### src/rtl/ysyx_25040111_csr_pkg.sv
// Shared CSR addresses, mstatus field positions and trap-sequencer state encoding.
// Also holds the mstatus rewrite rules applied on trap entry and on mret.
package ysyx_25040111_csr_pkg;

   localparam logic [11:0] CSR_MSTATUS = 12'h300;
   localparam logic [11:0] CSR_MTVEC   = 12'h305;
   localparam logic [11:0] CSR_MEPC    = 12'h341;
   localparam logic [11:0] CSR_MCAUSE  = 12'h342;

   localparam int MSTATUS_MIE    = 3;
   localparam int MSTATUS_MPIE   = 7;
   localparam int MSTATUS_MPP_LO = 11;
   localparam int MSTATUS_MPP_HI = 12;

   typedef enum logic [2:0] {
      ST_IDLE,
      ST_T_EPC,
      ST_T_STAT,
      ST_T_VEC,
      ST_M_RSTAT,
      ST_M_WSTAT,
      ST_M_EPC
   } trap_state_e;

   // Trap entry stacks the interrupt enable and disables interrupts.
   function automatic logic [31:0] trap_mstatus(input logic [31:0] s, input logic [1:0] mpp);
      logic [31:0] r;
      r = s;
      r[MSTATUS_MPIE] = s[MSTATUS_MIE];
      r[MSTATUS_MIE] = 1'b0;
      r[MSTATUS_MPP_HI:MSTATUS_MPP_LO] = mpp;
      return r;
   endfunction

   function automatic logic [31:0] mret_mstatus(input logic [31:0] s, input logic [1:0] mpp);
      logic [31:0] r;
      r = s;
      r[MSTATUS_MIE] = s[MSTATUS_MPIE];
      r[MSTATUS_MPIE] = 1'b1;
      r[MSTATUS_MPP_HI:MSTATUS_MPP_LO] = mpp;
      return r;
   endfunction

endpackage

### src/rtl/ysyx_25040111_csr_port_mux.sv
// Selects who drives the single CSR port: the instruction datapath or the trap sequencer.
// When neither is enabled the port is idle and the instruction sees zero read data.
module ysyx_25040111_csr_port_mux (
   input  logic        sel_seq,
   input  logic        inst_en,
   input  logic        inst_wen,
   input  logic [11:0] inst_waddr,
   input  logic [31:0] inst_wdata,
   input  logic        inst_ren,
   input  logic [11:0] inst_raddr,
   output logic [31:0] inst_rdata,
   input  logic        seq_wen,
   input  logic [11:0] seq_waddr,
   input  logic [31:0] seq_wdata,
   input  logic        seq_ren,
   input  logic [11:0] seq_raddr,
   output logic        csr_wen,
   output logic [11:0] csr_waddr,
   output logic [31:0] csr_wdata,
   output logic        csr_ren,
   output logic [11:0] csr_raddr,
   input  logic [31:0] csr_rdata
);

   always_comb begin
      csr_wen    = 1'b0;
      csr_waddr  = '0;
      csr_wdata  = '0;
      csr_ren    = 1'b0;
      csr_raddr  = '0;
      inst_rdata = '0;
      if (sel_seq) begin
         csr_wen   = seq_wen;
         csr_waddr = seq_waddr;
         csr_wdata = seq_wdata;
         csr_ren   = seq_ren;
         csr_raddr = seq_raddr;
      end else if (inst_en) begin
         csr_wen    = inst_wen;
         csr_waddr  = inst_waddr;
         csr_wdata  = inst_wdata;
         csr_ren    = inst_ren;
         csr_raddr  = inst_raddr;
         inst_rdata = csr_rdata;
      end
   end

endmodule

### src/rtl/ysyx_25040111_trap_seq.sv
// Trap-entry / mret CSR sequencer with instruction-port arbitration and PC redirect.
// Define TRAP_VECTORED_EN to honour mtvec vectored mode for interrupt causes.
module ysyx_25040111_trap_seq
   import ysyx_25040111_csr_pkg::*;
#(
   parameter int          XLEN      = 32,
   parameter logic [1:0]  MPP_RESET = 2'b11
) (
   input  logic            clock,
   input  logic            reset,
   input  logic            trap_valid,
   output logic            trap_ready,
   input  logic [3:0]      trap_cause,
   input  logic            trap_intr,
   input  logic [XLEN-1:0] trap_pc,
   input  logic            mret_valid,
   output logic            mret_ready,
   input  logic            inst_wen,
   input  logic [11:0]     inst_waddr,
   input  logic [XLEN-1:0] inst_wdata,
   input  logic            inst_ren,
   input  logic [11:0]     inst_raddr,
   output logic [XLEN-1:0] inst_rdata,
   output logic            inst_stall,
   output logic            csr_wen,
   output logic [11:0]     csr_waddr,
   output logic [XLEN-1:0] csr_wdata,
   output logic            csr_ren,
   output logic [11:0]     csr_raddr,
   input  logic [XLEN-1:0] csr_rdata,
   output logic            csr_err,
   output logic [3:0]      csr_errtp,
   output logic            redirect_valid,
   output logic [XLEN-1:0] redirect_pc,
   output logic            busy
);

   trap_state_e     state_q, state_d;
   logic [3:0]      cause_q, cause_d;
   logic            intr_q, intr_d;
   logic [XLEN-1:0] pc_q, pc_d;
   logic [XLEN-1:0] stat_q, stat_d;

   logic            sel_seq, inst_en;
   logic            seq_wen, seq_ren;
   logic [11:0]     seq_waddr, seq_raddr;
   logic [XLEN-1:0] seq_wdata;
   logic [XLEN-1:0] vec_base;

   always_ff @(posedge clock) begin
      if (reset) begin
         state_q <= ST_IDLE;
         cause_q <= '0;
         intr_q  <= 1'b0;
         pc_q    <= '0;
         stat_q  <= '0;
      end else begin
         state_q <= state_d;
         cause_q <= cause_d;
         intr_q  <= intr_d;
         pc_q    <= pc_d;
         stat_q  <= stat_d;
      end
   end

   assign vec_base = {csr_rdata[XLEN-1:2], 2'b00};

`ifndef TRAP_VECTORED_EN
   logic unused_intr;
   assign unused_intr = intr_q;
`endif

   always_comb begin
      state_d        = state_q;
      cause_d        = cause_q;
      intr_d         = intr_q;
      pc_d           = pc_q;
      stat_d         = stat_q;
      trap_ready     = 1'b0;
      mret_ready     = 1'b0;
      sel_seq        = 1'b1;
      inst_en        = 1'b0;
      seq_wen        = 1'b0;
      seq_waddr      = '0;
      seq_wdata      = '0;
      seq_ren        = 1'b0;
      seq_raddr      = '0;
      csr_err        = 1'b0;
      csr_errtp      = '0;
      redirect_valid = 1'b0;
      redirect_pc    = '0;
      unique case (state_q)
         ST_IDLE: begin
            sel_seq    = 1'b0;
            inst_en    = 1'b1;
            trap_ready = 1'b1;
            mret_ready = !trap_valid;
            if (trap_valid) begin
               cause_d = trap_cause;
               intr_d  = trap_intr;
               pc_d    = trap_pc;
               state_d = ST_T_EPC;
            end else if (mret_valid) begin
               state_d = ST_M_RSTAT;
            end
         end
         ST_T_EPC: begin
            seq_wen   = 1'b1;
            seq_waddr = CSR_MEPC;
            seq_wdata = pc_q;
            csr_err   = 1'b1;
            csr_errtp = cause_q;
            seq_ren   = 1'b1;
            seq_raddr = CSR_MSTATUS;
            stat_d    = csr_rdata;
            state_d   = ST_T_STAT;
         end
         ST_T_STAT: begin
            seq_wen   = 1'b1;
            seq_waddr = CSR_MSTATUS;
            seq_wdata = trap_mstatus(stat_q, MPP_RESET);
            state_d   = ST_T_VEC;
         end
         ST_T_VEC: begin
            seq_ren        = 1'b1;
            seq_raddr      = CSR_MTVEC;
            redirect_valid = 1'b1;
            redirect_pc    = vec_base;
`ifdef TRAP_VECTORED_EN
            if (csr_rdata[1:0] == 2'b01 && intr_q)
               redirect_pc = vec_base + {{(XLEN-6){1'b0}}, cause_q, 2'b00};
`endif
            state_d        = ST_IDLE;
         end
         ST_M_RSTAT: begin
            seq_ren   = 1'b1;
            seq_raddr = CSR_MSTATUS;
            stat_d    = csr_rdata;
            state_d   = ST_M_WSTAT;
         end
         ST_M_WSTAT: begin
            seq_wen   = 1'b1;
            seq_waddr = CSR_MSTATUS;
            seq_wdata = mret_mstatus(stat_q, MPP_RESET);
            state_d   = ST_M_EPC;
         end
         ST_M_EPC: begin
            seq_ren        = 1'b1;
            seq_raddr      = CSR_MEPC;
            redirect_valid = 1'b1;
            redirect_pc    = csr_rdata;
            state_d        = ST_IDLE;
         end
         default: state_d = ST_IDLE;
      endcase
      // Reset cycle: drop any in-flight CSR write and present the idle handshake only.
      if (reset) begin
         trap_ready     = 1'b1;
         mret_ready     = 1'b1;
         sel_seq        = 1'b0;
         inst_en        = 1'b0;
         csr_err        = 1'b0;
         csr_errtp      = '0;
         redirect_valid = 1'b0;
         redirect_pc    = '0;
      end
   end

   assign inst_stall = sel_seq;
   assign busy       = (state_q != ST_IDLE) && !reset;

   ysyx_25040111_csr_port_mux u_port_mux (
      .sel_seq    (sel_seq),
      .inst_en    (inst_en),
      .inst_wen   (inst_wen),
      .inst_waddr (inst_waddr),
      .inst_wdata (inst_wdata),
      .inst_ren   (inst_ren),
      .inst_raddr (inst_raddr),
      .inst_rdata (inst_rdata),
      .seq_wen    (seq_wen),
      .seq_waddr  (seq_waddr),
      .seq_wdata  (seq_wdata),
      .seq_ren    (seq_ren),
      .seq_raddr  (seq_raddr),
      .csr_wen    (csr_wen),
      .csr_waddr  (csr_waddr),
      .csr_wdata  (csr_wdata),
      .csr_ren    (csr_ren),
      .csr_raddr  (csr_raddr),
      .csr_rdata  (csr_rdata)
   );

endmodule

### config.mk
export PLATFORM = sky130hd
export DESIGN_NAME = ysyx_25040111_trap_seq
export DESIGN_NICKNAME = d
export VERILOG_FILES = /design/src/rtl/ysyx_25040111_csr_pkg.sv /design/src/rtl/ysyx_25040111_csr_port_mux.sv /design/src/rtl/ysyx_25040111_trap_seq.sv
export SDC_FILE = /design/constraint.sdc
export NUM_CORES = 1
export LEC_CHECK = 0
export BUFFER_PORTS_ARGS = -buffer_cell sky130_fd_sc_hd__buf_2
export CAP_MARGIN = 20
export CORE_AREA = 2 2 103 105
export CTS_CLUSTER_DIAMETER = 100
export DETAILED_ROUTE_END_ITERATION = 8
export DIE_AREA = 0 0 105 107
export GPL_ROUTABILITY_DRIVEN = 0
export PLACE_DENSITY_LB_ADDON = 0.2
export REMOVE_ABC_BUFFERS = 1
export SLEW_MARGIN = 40
export SYNTH_ARGS = -nofsm -noshare
export SYNTH_HDL_FRONTEND = slang
export SYNTH_SLANG_ARGS = --single-unit
### constraint.sdc
create_clock -name clock -period 3.2 [get_ports clock]
set_input_delay 0.16 -clock clock [delete_from_list [all_inputs] [get_ports clock]]
set_output_delay 0.16 -clock clock [all_outputs]
set_load 0.01 [all_outputs]
---- After elaboration in Yosys (flattened, before gate mapping) ----
Index checks and enable logic that the tools add are counted.
cells by class
  equal/unequal tests ..................... 7
  multiplexer cells ....................... 35
  reductions and logical operators ........ 11
operators with widths
  operator            count
  $mux 32             5
  $pmux 32 s3         1
  $pmux 32 s2         1
  $mux 12             4
  $pmux 10 s3         1
  $pmux 10 s2         1
  $mux 1              17
  $pmux 3 s5          1
  $eq 3x3->1 const B  3
  $mux 4              2
  $eq 3x2->1 const B  2
  $mux 3              2
  $reduce_or 2->1     3
  $reduce_or 4->1     1
  $eq 3x1->1 const B  1
  $logic_not 3->1     1
  $ne 3x3->1 const B  1
  $reduce_bool 3->1   1
  $reduce_or 3->1     1
  $logic_not 1->1     2
  $reduce_and 2->1    1
  $logic_and 1x1->1   1
storage, ports and cells
  bits of input ports ..................... 131
  bits in registers ....................... 71

---- Longest topological paths before layout ----
Gate-level depths: netlist of run 1.
  word-level depth ........................ 5
  gate-level depth with buffers ........... 6

---- Cells and area by module ----
A second synthesis of run 1 with hierarchy kept.
unflattened totals
  cells, all modules ...................... 517
  area total of the unflattened synthesis .. 4,199.0 µm²
modules (own cells, without submodules)
  module                      area an instance (µm²)  cells an instance  instances  seq. area each (µm²)
  ysyx_25040111_trap_seq      3,340.7                 410                1          1,381.3
  ysyx_25040111_csr_port_mux  858.3                   107                1          0.0

---- Worst setup path after synthesis of run 1 ----
No wires, ideal clock.
  path kind ............................... register -> output
  start point ............................. register state_q[1]
  end point ............................... output port inst_stall
  path buffers ............................ 3
  slack ................................... 1.698 ns
  arrival ................................. 1.342 ns
  cell stages (with the launch flop) ...... 7
  cells stage by stage .................... dfxtp_1 buf_6 buf_2 nor3_1 or2_2 inv_1 buf_4
between the ends
  word-level cells in the longest chain between the ends .. 3
RTL lines
  element                   line                           text
  start: declaration        ysyx_25040111_trap_seq.sv:38   trap_state_e state_q, state_d;
  start signal: assignment  ysyx_25040111_trap_seq.sv:58   state_q <= state_d;
  $logic_not 3->1           ysyx_25040111_trap_seq.sv:92   unique case (state_q)
  $mux 1                    ysyx_25040111_trap_seq.sv:92
  $mux 1                    ysyx_25040111_trap_seq.sv:157  if (reset) begin
  end: declaration          ysyx_25040111_trap_seq.sv:24   output logic inst_stall,
Every way passes these cells.

---- Final worst setup path of run 1 ----
  start point ............................. register state_q[1]
  end point ............................... output port redirect_pc[3]
between the ends
  word-level cells in the longest chain between the ends .. 3
  elaborated cells between the ends (all ways) .. 4
  classes of those cells .................. 2 x eq/ne; 2 x mux
RTL lines
  element                                          line                           text
  $eq 3x3->1 / $eq 3x2->1 (equally long branches)  ysyx_25040111_trap_seq.sv:92
  $pmux 32 s2 (*)                                  ysyx_25040111_trap_seq.sv:92
  $mux 32 (*)                                      ysyx_25040111_trap_seq.sv:157
  end: declaration                                 ysyx_25040111_trap_seq.sv:34   output logic [XLEN-1:0] redirect_pc,
Mark *: on every way between the ends. The rest lies on a longest branch, timed or not.

==> metrics.cfg, run 1 <==
[status]
status = finished clean

[timing]
fmax_mhz = 402.6
tns_ns = 0
period_share_pct = 77.62
maxSlewViolCount = 0
setup_viol = 0
slew_headroom_pct = 54.77
finClkSkew_ns = 0.01105
period_minus_slack_ns = 2.484
worstMarginPinSlew_ns = 0.6762
fin_ws_ns = 0.7162
hold_violations = 0
grt_setup_unrepaired = false

[worst_setup_path]
crit_type = reg -> out
arrival_ns = 2.32
path_max_fanout = 18
startpoint_type = register
end_kind = output pin
crit_required_ns = 3.04

[global_routing]
overflow = 0
antenna_found_initial = 0
track_usage_pct = 22.11
grt_pass1_wl_um = 20120
grt_start_max_net_pins = 65
first_global_vias = 4232

[clock_tree]
clk_pin_slew_ns = 0.08
cts_buffers = 9
htree_levels = 3
cts_tree = built
clockRootBuffer = clkbuf_8
numClockSinks = 69
post_cts_buffers = 0
post_cts_resized = 0
cts_buffer_depth = 2
cts_hold_buf = 0
clock_latency_ns = 0.34

[pwr]
finalPower_mw = 2.488
p_leak_nw = 2.840
power_per_cell_area_nw_per_um2 = 438.9
ir_worst_vdd_mv = 0.2278

[die]
rows = 37
core_um2 = 10090
die_w_um = 105
initial_core_util_pct = 41.05
ios = 263
die_h_um = 107
die_area_um2 = 11240

[route]
vias = 4478
first_iter_violations = 154
postRouteAntennaNets = 0
first_pass_iters = 5
wirelength_um = 12900
drt-vias-per-instance = 4.905
routedWlPerCell_um = 14.13
drc = 0

[layout]
finalNetCount = 903
final_util_pct = 56.17
drive_above_1_share_pct = 38.74
n_antenna_cell = 0
area_delta_synth_final_pct = 36.85
stdcell_area_um2 = 5669

[min_path]
hold_path_class = in -> reg

[place]
portBuffers = 261
preCtsSetupSlack_ns = 1.117
placed_cell_area_um2 = 5459
dp_hpwl_um = 9162

[yosys]
synth_cells = 538
syn-cell-area_um2 = 4143
synth-seq-area-share_pct = 33.34
ys_ff_latch = 69
synth.distinct_cells = 37
yosysWarnings = 0
avgSynthCellArea_um2 = 7.700

[job]
maxCapViolCount = 0

==> worst paths after layout <==
kind,slack (ns),start,cells past startpoint,endpoint
worst max-delay path,0.72,state_q[1],5,redirect_pc[3]
worst min-delay path,0.05,trap_pc[17],3,pc_q[17]
worst max register to register,1.33,state_q[0],5,pc_q[6]
worst min register to register,0.46,pc_q[6],2,pc_q[6]
==> per-stage QoR <==
| step | hold slack, ns | cells |
|---|---|---|
| floorplan | 0.2291 | 487 |
| detailed placement | 0.4057 | 897 |
| finish | 0.04569 | 913 |
| CTS | 0.02931 | 913 |
| global placement | 0.4016 | 897 |
| global route | 0.03611 | 913 |
==> cell families (layout without fill, tap and decap cells) <==
family / count (synthesis) / count (layout) / synth area share, %
multiplexers: 45 / 45 / 10.90
flip-flops: 69 / 69 / 33.34
XOR/XNOR: 1 / 1 / 0.2115
AO/OA/AOI/OAI: 117 / 117 / 17.91
buffers and inverters: 54 / 293 / 7.218
AND/OR/NAND/NOR: 252 / 252 / 30.41
==> power by group <==
group          leakage [nW]  switching [mW]  internal [mW]
sequential            0.566          0.0489          0.941
combinational          2.17           0.430          0.329
clock                 0.102           0.337          0.402
==> layout by cell type, fill, tap and decap left out, drive strengths merged, types with 2 or more instances in the layout <==
cell      count
or2           2
o21ai        17
or3           3
nand2       140
clkinvlp      2
buf         274
o211ai        2
and3          3
nor2          7
a21oi        45
nor3          5
and2         81
a22oi        30
dfxtp        69
nor2b         3
inv           3
a21o          7
o2bb2ai      13
mux2i        44
clkinv        2
nor4b         2
clkbuf       11
nor3b         2
==> per-layer routing <==
metal	global-route usage [%]	vias to the layer above	share of wire [%]
met5	0	-	0
met4	6.381	0	1.3
met3	5.957	14	8.2
met2	40.77	183	49
met1	24.92	2003	42
li1	-	2278	-
==> state kept, by name, indices dropped and copies added (netlist names) <==
signal,flops
pc_q,32
stat_q,30
state_q,3
cause_q,4
==> synth_stat cells, drive strengths merged <==
master,n,area [um2]
nor2b,3,18.77
o2bb2ai,13,113.9
dfxtp,69,1381
clkbuf,16,62.56
or3,3,18.77
nor3b,2,15.01
o21ai,17,85.08
a2111oi,1,8.760
a21oi,45,225.2
a22oi,30,225.2
mux2,1,11.26
xnor2,1,8.760
and3,3,18.77
or4b,1,10.01
o21a,1,7.510
mux2i,44,440.4
or2,2,12.51
nand3,1,5.000
nor3,5,30.03
buf,35,225.2
nor4,1,21.27
o41ai,1,8.760
and2,81,506.7
inv,3,11.26
nor4b,2,38.78
and4bb,1,12.51
a21o,7,52.55
nor2,7,26.28
o211ai,2,15.01
nand2,140,525.5
==> worst max-delay path, stage by stage (launching register included) <==
cell and delay, ns:
dfxtp_1 0.55, inv_2 0.16, nor3_4 0.62, buf_4 0.34, and2_1 0.17, buf_2 0.13
==> layout make-up <==
cell class / instances / area [um2]
Inverter: 3 / 13.76
Multi-Input combinational cell: 415 / 2476
Clock inverter: 5 / 58.81
Sequential cell: 69 / 1383
Clock buffer: 11 / 151.4
Timing Repair Buffer: 274 / 1416
Fill cell: 971 / 4423
Tap cell: 136 / 170.2
No activity file was read; power rests on OpenSTA's default activity.
==> inputs of run 2 (changes only) <==
- ABC_AREA: not set -> 1
- CORE_AREA: 2 2 103 105 -> 2 2 112 114
- DIE_AREA: 0 0 105 107 -> 0 0 114 116
- clock period: 3.2 -> 2.2 ns (I/O delays scaled with it)
==> metrics.cfg, run 2 <==
[die]
ios = 263  ; unchanged
initial_core_util_pct = 41.55  ; was 41.05%
die_h_um = 116  ; was 107 um
die_w_um = 114  ; was 105 um
rows = 40  ; was 37
die_area_um2 = 13220  ; was 11240 um2
core_um2 = 11910  ; was 10090 um2

[place]
portBuffers = 261  ; unchanged
dpl.cell_count = 1290  ; was 897
preCtsSetupSlack_ns = 0.3975  ; was 1.117 ns
placed_cell_area_um2 = 6330  ; was 5459 um2
dp_hpwl_um = 11000  ; was 9162 um

[yosys]
synthFlopType = dfxtp_1  ; unchanged
yosysWarnings = 0  ; unchanged
async_reset_ff_share_pct = 0  ; unchanged
synth_xor_area_share_pct = 0  ; was 0.2114%
synth_compound_area_share_pct = 0.5056  ; was 17.91%
yosys.area_share.adder_pct = 0  ; unchanged
syn-cell-area_um2 = 4950  ; was 4143 um2
ys_ff_latch = 69  ; unchanged
yosysTopAreaCell = dfxtp_1  ; unchanged
synth_top_family_by_area = simple AND/OR/NAND/NOR gates  ; unchanged
synth-seq-area-share_pct = 27.91  ; was 33.34%
synth_cells = 925  ; was 538
synth-edff-count = 0  ; unchanged
synth_mux_area_share_pct = 0  ; was 10.90%
synth.area.top_cells = dfxtp_1, nand2_1, nor2_1  ; was dfxtp_1, nand2_1, and2_1
synth.most_common_cell = nand2_1  ; unchanged
synthTopCellsByCount = nand2_1, nor2_1, inv_1, dfxtp_1, nand3_1  ; was nand2_1, and2_1, dfxtp_1, a21oi_1, mux2i_1
synth.distinct_cells = 19  ; was 37
netlist.area_leader.share_pct = 27.91  ; was 33.34%
yosys.area_share.simple_pct = 52.76  ; was 30.41%
avgSynthCellArea_um2 = 5.351  ; was 7.700 um2

[clock_tree]
clk_pin_slew_ns = 0.06  ; was 0.08 ns
cts_buffers = 9  ; unchanged
htree_levels = 3  ; unchanged
numClockSinks = 69  ; unchanged
clock_latency_ns = 0.33  ; was 0.34 ns
post_cts_resized = 0  ; unchanged
cts_buffer_depth = 2  ; unchanged
cts_tree = built  ; unchanged
cts_hold_buf = 0  ; unchanged
clockRootBuffer = clkbuf_16  ; was clkbuf_8
post_cts_buffers = 0  ; unchanged

[timing]
hold_ws_ns = 0.06571  ; was 0.04569 ns
tns_ns = 0  ; unchanged
fmax_mhz = 493.1
hold_violations = 0  ; unchanged
period_share_pct = 92.19
maxSlewViolCount = 0  ; unchanged
fin_ws_ns = 0.1718  ; was 0.7162 ns
worstMarginPinSlew_ns = 0.5162  ; was 0.6762 ns
finClkSkew_ns = 0.006607  ; was 0.01105 ns
setup_viol = 0  ; unchanged
period_minus_slack_ns = 2.028
slew_headroom_pct = 65.59  ; was 54.77%
grt_setup_unrepaired = false  ; unchanged

[worst_setup_path]
crit_required_ns = 2.09  ; was 3.04 ns
crit_slowest_cell = buf_4  ; was nor3_4
path_max_fanout = 43  ; was 18
critPathBufInv = 2  ; was 3
crit_type = reg -> out  ; unchanged
critPathTopFamily = buffers and inverters  ; was simple AND/OR/NAND/NOR gates
arrival_ns = 1.92  ; was 2.32 ns
startpoint_type = register  ; unchanged
crit_top_cell = nand2_1
cpPeakStageDelay_ns = 0.45  ; was 0.62 ns
cp_cell_sequence = nor2_4 > nand2_4 > nor2_8 > buf_4 > nand2_1 > nand2_1 > buf_2  ; was inv_2 > nor3_4 > buf_4 > and2_1 > buf_2
end_kind = output pin  ; unchanged

[global_routing]
antenna_found_initial = 0  ; unchanged
grt_pass1_wl_um = 24630  ; was 20120 um
grt_start_max_net_pins = 72  ; was 65
track_usage_pct = 23.39  ; was 22.11%
overflow = 0  ; unchanged
first_global_vias = 5255  ; was 4232

[layout]
drive_above_1_share_pct = 26.92  ; was 38.74%
n_antenna_cell = 0  ; unchanged
final_util_pct = 55.92  ; was 56.17%
fin_cells = 1306  ; was 913
top_register = pc_q  ; unchanged
top_regs = pc_q: 32 flops, stat_q: 30 flops, cause_q: 4 flops  ; unchanged
area_delta_synth_final_pct = 34.58  ; was 36.85%
stdcell_area_um2 = 6661  ; was 5669 um2
largest_register_ffs = 32  ; unchanged
final_common_cell = nand2_1  ; was buf_2
finalNetCount = 1285  ; was 903
layout_common_cells = nand2_1, buf_2, nor2_1  ; was buf_2, nand2_1, and2_1
fillerInstances = 1275  ; was 971

[status]
status = finished clean  ; unchanged

[route]
drt-vias-per-instance = 4.694  ; was 4.905
vias = 6130  ; was 4478
first_pass_iters = 4  ; was 5
routedWlPerCell_um = 12.13  ; was 14.13 um
postRouteAntennaNets = 0  ; unchanged
drc = 0  ; unchanged
wirelength_um = 15850  ; was 12900 um
first_iter_violations = 251  ; was 154

[job]
maxCapViolCount = 0  ; unchanged

[pwr]
finalPower_mw = 8.353  ; was 2.488 mW
p_leak_nw = 4.278  ; was 2.840 nW
ir_worst_vdd_mv = 0.7978  ; was 0.2278 mV
power_per_cell_area_nw_per_um2 = 1254  ; was 438.9 nW/um2

[min_path]
hold_path_class = in -> reg  ; unchanged

==> run 2: cell families after synthesis <==
kind of cell | after synthesis
and+or+nand+nor | 622
DFF | 69
buffers and inverters | 229
AOI/OAI and AO/OA | 5
==> run 2: worst reg2reg max path, cell delays in order (launching register included) <==
cell and delay [ns]:
dfxtp_4 0.41, buf_4 0.19, nor2_1 0.16, nand2_1 0.10, nand2_2 0.30, buf_12 0.22, nand2_1 0.07, nand2_1 0.08
nor2_1 0.04
==> run 2: cell type report <==
| cell class | instances | area (um2) | share of cell area [%] |
|---|---|---|---|
| clock buffer | 12 | 256.5 | 3.850 |
| timing repair buffer | 281 | 1494 | 22.43 |
| multi-input combinational | 627 | 2639 | 39.61 |
| tap | 147 | 183.9 | 2.761 |
| sequential | 69 | 1390 | 20.87 |
| clock inverter | 4 | 70.07 | 1.052 |
| inverter | 166 | 628.1 | 9.429 |
==> run 2: path summary, 6_finish.rpt <==
path	startpoint	to	slack, ns	cells after the start
worst max-delay path	state_q[2]	csr_wdata[24]	0.17	7
worst min-delay path	trap_pc[27]	pc_q[27]	0.07	5
worst max register to register	state_q[2]	stat_q[29]	0.54	8
worst min register to register	stat_q[3]	stat_q[3]	0.49	2
==> run 2: routing by layer <==
layer,up-vias,part of all wire (%),global-route usage (%)
li1,3216,-,-
met1,2669,43,27.81
met2,226,49,42.98
met3,19,5.9,3.452
met4,0,1.7,8.130
met5,-,0,0
==> run 2: report_power, final <==
group | leakage (nW) | switching, mW | total [mW] | internal (mW)
combinational | 3.54 | 3.03 | 4.58 | 1.55
sequential | 0.572 | 0.383 | 2.18 | 1.80
clock | 0.163 | 0.542 | 1.59 | 1.05
